===== src/rtl/q_log_pkg.sv =====
// Shared record layout for the Q change logger: {Q, TS, DROP} packed MSB to LSB.
// Widths are fixed by the instantiating module, so offsets are derived through functions.
package q_log_pkg;
   localparam int REC_MAX_W = 128;
   typedef logic [REC_MAX_W-1:0] rec_bus_t;

   localparam int DROP_OFF = 0;
   localparam int DROP_W   = 1;
   localparam int TS_OFF   = DROP_OFF + DROP_W;

   function automatic int q_off(input int ts_w);
      return TS_OFF + ts_w;
   endfunction

   function automatic int rec_w(input int w, input int ts_w);
      return w + ts_w + DROP_W;
   endfunction

   // Callers truncate the result to rec_w(); the upper bits are always zero.
   function automatic rec_bus_t pack_rec(input rec_bus_t q, input rec_bus_t ts,
                                         input logic drop, input int ts_w);
      return (q << q_off(ts_w)) | (ts << TS_OFF) | rec_bus_t'(drop);
   endfunction
endpackage


===== src/rtl/q_log_fifo.sv =====
// Show-ahead synchronous FIFO; extra pointer MSB separates full from empty.
module q_log_fifo
   import q_log_pkg::*;
#(
   parameter  int DW    = 41,
   parameter  int DEPTH = 8,
   localparam int AW    = $clog2(DEPTH)
) (
   input  logic          C,
   input  logic          R,
   input  logic          push,
   input  logic [DW-1:0] din,
   input  logic          pop,
   output logic [DW-1:0] dout,
   output logic [AW:0]   level,
   output logic          full,
   output logic          empty
);
   logic [DW-1:0] mem_q [DEPTH];
   logic [DW-1:0] mem_d [DEPTH];
   logic [AW:0]   wr_q, wr_d, rd_q, rd_d;
   logic          push_ok, pop_ok;

   assign empty = (wr_q == rd_q);
   assign full  = (wr_q[AW] != rd_q[AW]) && (wr_q[AW-1:0] == rd_q[AW-1:0]);
   assign level = wr_q - rd_q;
   assign dout  = mem_q[rd_q[AW-1:0]];

   assign pop_ok  = pop & ~empty;
   // When full, a same-cycle pop frees the slot that the push overwrites.
   assign push_ok = push & (~full | pop_ok);

   always_comb begin
      mem_d = mem_q;
      wr_d  = wr_q;
      rd_d  = rd_q;
      if (push_ok) begin
         mem_d[wr_q[AW-1:0]] = din;
         wr_d = wr_q + 1'b1;
      end
      if (pop_ok) rd_d = rd_q + 1'b1;
   end

   always_ff @(posedge C) begin
      if (R) begin
         for (int i = 0; i < DEPTH; i++) mem_q[i] <= '0;
         wr_q <= '0;
         rd_q <= '0;
      end else begin
         mem_q <= mem_d;
         wr_q  <= wr_d;
         rd_q  <= rd_d;
      end
   end
endmodule


===== src/rtl/q_change_logger.sv =====
// Samples a flop bank's Q vector every cycle and logs each change as a
// timestamped record, flagging a power-up mismatch against INIT.
module q_change_logger
   import q_log_pkg::*;
#(
   parameter  int               WIDTH = 24,
   parameter  int               DEPTH = 8,
   parameter  int               TS_W  = 16,
   parameter  logic [WIDTH-1:0] INIT  = '0,
   localparam int               LW    = $clog2(DEPTH) + 1
) (
   input  logic             C,
   input  logic             R,
   input  logic [WIDTH-1:0] Q_IN,
   output logic             OUT_VALID,
   input  logic             OUT_READY,
   output logic [WIDTH-1:0] OUT_Q,
   output logic [TS_W-1:0]  OUT_TS,
   output logic             OUT_DROP,
   output logic             INIT_ERR,
   output logic [LW-1:0]    LEVEL
);
   localparam int REC_W = rec_w(WIDTH, TS_W);
   localparam int Q_OFF = q_off(TS_W);

   logic [WIDTH-1:0] prev_q, prev_d;
   logic [TS_W-1:0]  ts_q, ts_d;
   logic             first_q, first_d;
   logic             drop_pend_q, drop_pend_d;
   logic             init_err_q, init_err_d;

   logic             push_req, pop_req, push_lost, full, empty;
   logic [REC_W-1:0] din, dout;

   assign push_req  = (Q_IN != prev_q);
   assign pop_req   = OUT_VALID & OUT_READY;
   assign push_lost = push_req & full & ~pop_req;
   assign din       = REC_W'(pack_rec(rec_bus_t'(Q_IN), rec_bus_t'(ts_q), drop_pend_q, TS_W));

   always_comb begin
      prev_d      = Q_IN;
      ts_d        = ts_q + 1'b1;
      first_d     = 1'b0;
      init_err_d  = init_err_q | (first_q & (Q_IN != INIT));
      drop_pend_d = drop_pend_q;
      if (push_lost)     drop_pend_d = 1'b1;
      else if (push_req) drop_pend_d = 1'b0;
   end

   always_ff @(posedge C) begin
      if (R) begin
         prev_q      <= INIT;
         ts_q        <= '0;
         first_q     <= 1'b1;
         drop_pend_q <= 1'b0;
         init_err_q  <= 1'b0;
      end else begin
         prev_q      <= prev_d;
         ts_q        <= ts_d;
         first_q     <= first_d;
         drop_pend_q <= drop_pend_d;
         init_err_q  <= init_err_d;
      end
   end

   q_log_fifo #(.DW(REC_W), .DEPTH(DEPTH)) u_fifo (
      .C     (C),
      .R     (R),
      .push  (push_req),
      .din   (din),
      .pop   (pop_req),
      .dout  (dout),
      .level (LEVEL),
      .full  (full),
      .empty (empty)
   );

   assign OUT_VALID = ~empty;
   assign OUT_Q     = dout[Q_OFF +: WIDTH];
   assign OUT_TS    = dout[TS_OFF +: TS_W];
   assign OUT_DROP  = dout[DROP_OFF];
   assign INIT_ERR  = init_err_q;
endmodule

===== config.mk =====
export PLATFORM = sky130hd
export DESIGN_NAME = q_change_logger
export DESIGN_NICKNAME = d
export VERILOG_FILES = /design/src/rtl/q_log_pkg.sv /design/src/rtl/q_log_fifo.sv /design/src/rtl/q_change_logger.sv
export SDC_FILE = /design/constraint.sdc
export NUM_CORES = 1
export LEC_CHECK = 0
export ABC_AREA = 1
export BUFFER_PORTS_ARGS = -buffer_cell sky130_fd_sc_hd__buf_2
export CAP_MARGIN = 0
export CELL_PAD_IN_SITES_DETAIL_PLACEMENT = 2
export CELL_PAD_IN_SITES_GLOBAL_PLACEMENT = 2
export CORE_UTILIZATION = 31
export DETAILED_ROUTE_END_ITERATION = 10
export GPL_TIMING_DRIVEN = 1
export HOLD_SLACK_MARGIN = 0.06
export PLACE_DENSITY = 0.82
export REMOVE_ABC_BUFFERS = 1
export SLEW_MARGIN = 5
export SYNTH_ARGS = -nofsm -noshare
export SYNTH_HDL_FRONTEND = slang
export SYNTH_SLANG_ARGS = --single-unit

===== constraint.sdc =====
create_clock -name C -period 2.2 [get_ports C]
set_clock_uncertainty 0.15 [all_clocks]
set_input_delay 0.44 -clock C [delete_from_list [all_inputs] [get_ports C]]
set_output_delay 0.44 -clock C [all_outputs]
set_load 0.1 [all_outputs]

# Word level (Yosys, flattened, before mapping)
# Index checks and enable logic that the tools add are counted.
# totals
latch_bits,0
romBits,0
ram_bits,0
register_bits,379
mem_count,0
inputBits,27
# op_classes
n_mux,9
add_sub_neg,4
eq_ne,4
n_div,0
n_reduce_logical,4
n_bitwise,15
magnitude_cmp,3
shifts,0
mul,0
# ops
op,n
bitwise mux 328 bit,1
binary-select mux 41 bit (select 3 bit),1
demux 41 bit (select 3 bit),1
two-way mux 41 bit,3
bitwise OR 41 x 1 -> 41 bit,1
bitwise OR 41 x 17 -> 41 bit,1
inequality test 24 bit,1
nonzero test 24 bit,1
"adder 16 x 1 -> 16 bit, second input constant",1
"adder 4 x 1 -> 4 bit, second input constant",2
">= comparator 4 bit, second input constant",2
NOT 3 -> 4 bit,2
bitwise AND 1 bit,6
== test 4 bit,1
"less-than comparator 4 x 1 -> 1 bit, second input constant",1
subtractor 4 bit,1
== test 3 bit,1
two-way mux 1 bit,3
NOT 1 bit,3
logical AND 1 bit,2
bitwise OR 1 bit,2
nonzero test 2 bit,1
inequality test 1 bit,1

# Logic depth before layout (Yosys ltp)
# depth
word_depth,6
depth_mapped,13
mapped_depth_nobuf,11

# Cells and area by module
# Synthesis repeated with hierarchy kept, for this count alone.
# unflattened
cells_unflattened,3437
area_unflattened_um2,21176.6
# by_module_without_submodules
module,area_per_inst_um2,instances,cells_each,seq_area_each_um2
q_log_fifo,19070.8,1,3123,6726.5
q_change_logger,2105.8,1,314,860.8

# Worst setup path before layout
# OpenSTA, ideal clock, no wires.
# synth_timing
kind,register to output
from,register u_fifo.rd_q[0]
to,output port OUT_Q[23]
stages_incl_launch_ff,7
path_slack_ps,-1446
t_arrival_ps,3056
t_required_ps,1610
cell_sequence,dfxtp_1 > buf_2 > clkbuf_1 > buf_2 > clkbuf_1 > o21ai_0 > a31oi_1
# synth_between
elab_chain_cells,4
# synth_rtl
element,line,text
start: declaration,q_log_fifo.sv:21,"logic [AW:0] wr_q, wr_d, rd_q, rd_d;"
start signal: assignment,q_log_fifo.sv:52,rd_q <= rd_d;
NOT 3 -> 4 bit (not written as such),q_log_fifo.sv:27,assign dout = mem_q[rd_q[AW-1:0]];
binary-select mux 41 bit (select 3 bit),q_log_fifo.sv:27,
two-way mux 41 bit (not written as such) (2 in series),q_log_fifo.sv:27,
end: declaration,q_change_logger.sv:17,"output logic [WIDTH-1:0] OUT_Q,"
# Every way passes these cells. The select of a mux whose other input is x is not followed.

# Final worst setup path
# layout_timing
from,register u_fifo.rd_q[0]
to,output port OUT_TS[13]
# layout_between
elab_chain_cells,4
# layout_rtl
element,line,text
NOT 3 -> 4 bit (not written as such),q_log_fifo.sv:27,
binary-select mux 41 bit (select 3 bit),q_log_fifo.sv:27,
two-way mux 41 bit (not written as such) (2 in series),q_log_fifo.sv:27,
end: declaration,q_change_logger.sv:18,"output logic [TS_W-1:0] OUT_TS,"
# Every way passes these cells. The select of a mux whose other input is x is not followed.

==> flow_metrics.tcl <==
set metrics [dict create \
    area_delta_synth_final_pct 43.1 \
    hold_end "prev_q[3]$_SDFF_PP0_" \
    placed_area_um2 24100 \
    fin_area_um2 29400 \
    slowest_stage "dfxtp_4" \
    ys_warn_count 0 \
    ys_types 24 \
    synth_compound_area_frac 0.0986 \
    grt_pass1_wl_mm 211 \
    cp_data_arrival_time_ps 2580 \
    synth_top_family_by_area "simple AND/OR/NAND/NOR gates" \
    start_util 0.316 \
    die_h_um 259 \
    hp-class "input pin to flip-flop" \
    worstSkewPairLatency_ps 670 \
    vias 28300 \
    pre_cts_slack_ps -764 \
    dr.pass1.iters 6 \
    vias_per_cell 6.39 \
    synth.area.mux_share 0 \
    drt_wl_total_mm 166 \
    cp_common_cell "buf_16" \
    path_cells "buf_12 > inv_16 > buf_16 > buf_16 > a21oi_2 > o21ai_1 > a31oi_1 > bufbuf_16" \
    synth_cells 3344 \
    drc 0 \
    cp.required_ps 1610 \
    ys_seq_area_frac 0.370 \
    fmax_ghz 0.315 \
    p_sw_frac 0.432 \
    gp_congestion 0.788 \
    r2r_start "u_fifo.rd_q[1]$_SDFFE_PP0P_" \
    dpl.hpwl_mm 62.8 \
    max_stage_delay_ps 430 \
    crit_fanout 12 \
    p_comb_frac 0.422 \
    period_needed_ps 3170 \
    hold_start "Q_IN[3]" \
    worstMarginPinSlew_ps 705 \
    drive_gt1_frac 0.238 \
    syn_area_per_cell_um2 6.13 \
    peakVddDrop_mv 1.01 \
    core-area_um2 64900 \
    p_sw_mw 12.2 \
    synth_fa_ha_area_frac 0.00464 \
    final_common_cell "nand2_1" \
    num_rows 93 \
    synth_xor_area_frac 0.00342 \
    crit_buf_inv 5 \
    final_cell_mix "759 x nand2_1, 634 x inv_1, 358 x dfxtp_1, 334 x nand4_1, 310 x nor2_1" \
    h-tree-depth 2 \
    cts_buffers 48 \
    grtUsageTotal 0.427 \
    clk_pin_slew_ps 60 \
    drt_iter0_markers 3099 \
    setup-violations-final 390 \
    max-cap-violations 0 \
    cts_tree "done" \
    nets 3572 \
    maxSlewHeadroom 0.530 \
    cp-start-kind "flip-flop" \
    violations "setup timing" \
    port_buffers 73 \
    end_kind "output port" \
    nFillCells 7464 \
    p_leak_nw 13.6 \
    cts-root-buf "clkbuf_16" \
    synth-simple-area-share 0.335 \
    p_per_area_nw_per_um2 963 \
    p_seq_frac 0.272 \
    reg2regPathDepth 15 \
    die_w_um 259 \
    criticalPathCategory "flip-flop to output port" \
    wl_per_cell_um 37.3 \
    crit_family "buffers and inverters" \
    clock_sinks 379 \
    yosys_register_bits 379 \
    rsz0062_at_grt "yes" \
    gr-total-overflow 0 \
    outcome "finished, violations left" \
    grt_pass1_vias 30300 \
    rr_endpoint "u_fifo.mem_q[11]$_SDFFE_PP0P_" \
    hold_depth 4 \
    antenna_found_initial 8 \
    synth_area_um2 20500 \
    hold_viol_final 0 \
    ant_nets 0 \
    drv_slew 0 \
    r2r_slack_ps -690 \
    utilization 0.452 \
    power.internal_mw 16.0 \
    setup-tns-final_ps -167970 \
    io_pins 74 \
    grt_max_degree 83 \
    dieArea_um2 67200 \
    finalCritPeriodShare 1.44 \
    power_frac_clock 0.306 \
    clockBufferDepth 3 \
    fin_ws_ps -975 \
    ctsHoldBuffers 0 \
]
## worst max path at each step
stage                                start                             end  slack [ps]  cells past startpoint
4_1_cts        u_fifo.rd_q[0]$_SDFFE_PP0P_                      OUT_TS[15]        -740                      8
3_3_place_gp                       Q_IN[4]  u_fifo.mem_q[266]$_SDFFE_PP0P_        -480                     13
5_1_grt        u_fifo.rd_q[0]$_SDFFE_PP0P_                      OUT_TS[13]        -950                      8
2_1_floorplan  u_fifo.rd_q[0]$_SDFFE_PP0P_    u_fifo.mem_q[0]$_SDFFE_PP0P_      -10270                      8
6_report       u_fifo.rd_q[0]$_SDFFE_PP0P_                      OUT_TS[13]        -970                      8
3_5_place_dp                       Q_IN[4]  u_fifo.mem_q[106]$_SDFFE_PP0P_        -760                     13
## metrics by stage
step	hold slack (ps)	total power [mW]	instances
detailed placement	319	16.3	4243
global placement	297	15.9	4243
finish	76.7	28.3	4432
global route	91.9	28.5	4429
floorplan	288	12.5	3086
CTS	80.3	26.2	4386
## synth_stat cells (all sizes together)
cell type	n	area (µm²)
ha	6	75.1
dfxtp	379	7590
nor2	386	1450
xnor2	2	17.5
a21oi	139	696
nand2	832	3120
nand3	19	100
xor2	6	52.6
clkinv	76	285
buf	122	574
nand4	334	2090
clkbuf	136	510
a221oi	42	368
inv	665	2500
o21ai	139	696
nor3	16	100
a31oi	42	263
fa	1	20.0
nor4	2	12.5
## worst min-delay path, cell delays in order
cell and delay [ps]:
buf_2 90, inv_1 50, buf_4 180, nor2_1 90
## cells by family (layout without fill, tap and decap cells)
family,Yosys count,after routing
AND/OR/NAND/NOR,1589,1591
adder cells (fa/ha/maj),7,7
other,0,3
flip-flops,379,379
XOR/XNOR,8,8
buffers and inverters,999,1227
AO/OA/AOI/OAI,362,362
## final cells by class
cell class              count  area (µm²)  share of cell area
multi-input cells        1968       10900               0.370
flip-flops and latches    379        7620               0.260
repair buffers            400        5430               0.185
inverters                 741        2820              0.0962
clock buffers              79        1480              0.0504
well taps                 855        1070              0.0364
clock inverters             7        71.3             0.00243
diodes                      3        7.51            0.000256
## flip-flops by register name, summed over array words and instances (netlist names)
signal and cells:
prev_q 24, ts_q 16, u_fifo.wr_q 4, u_fifo.mem_q 328, u_fifo.rd_q 4, first_q 1, INIT_ERR 1, drop_pend_q 1
## routing by layer
layer,GRT usage,up-vias,wire (µm)
met3,0.105,1292,16600
met5,0,-,63
met4,0.362,10,18700
li1,-,10700,-
met2,0.702,2484,73300
met1,0.463,13800,56800
## timing repair
action,CTS,global route
pin swaps,59,72
gates cloned,27,8
setup endpoints to repair,383,389
buffers inserted,34,38
gates resized for setup,383,257
## power groups by stage
stage	combinational (mW)	clock, mW	sequential [mW]
floorplan	4.77	0	7.72
global placement	8.35	0	7.60
finish	11.9	8.64	7.68
CTS	10.4	8.30	7.56
detailed placement	8.64	0	7.65
global route	12.0	8.77	7.68
Power figures use the tool's default switching activity.
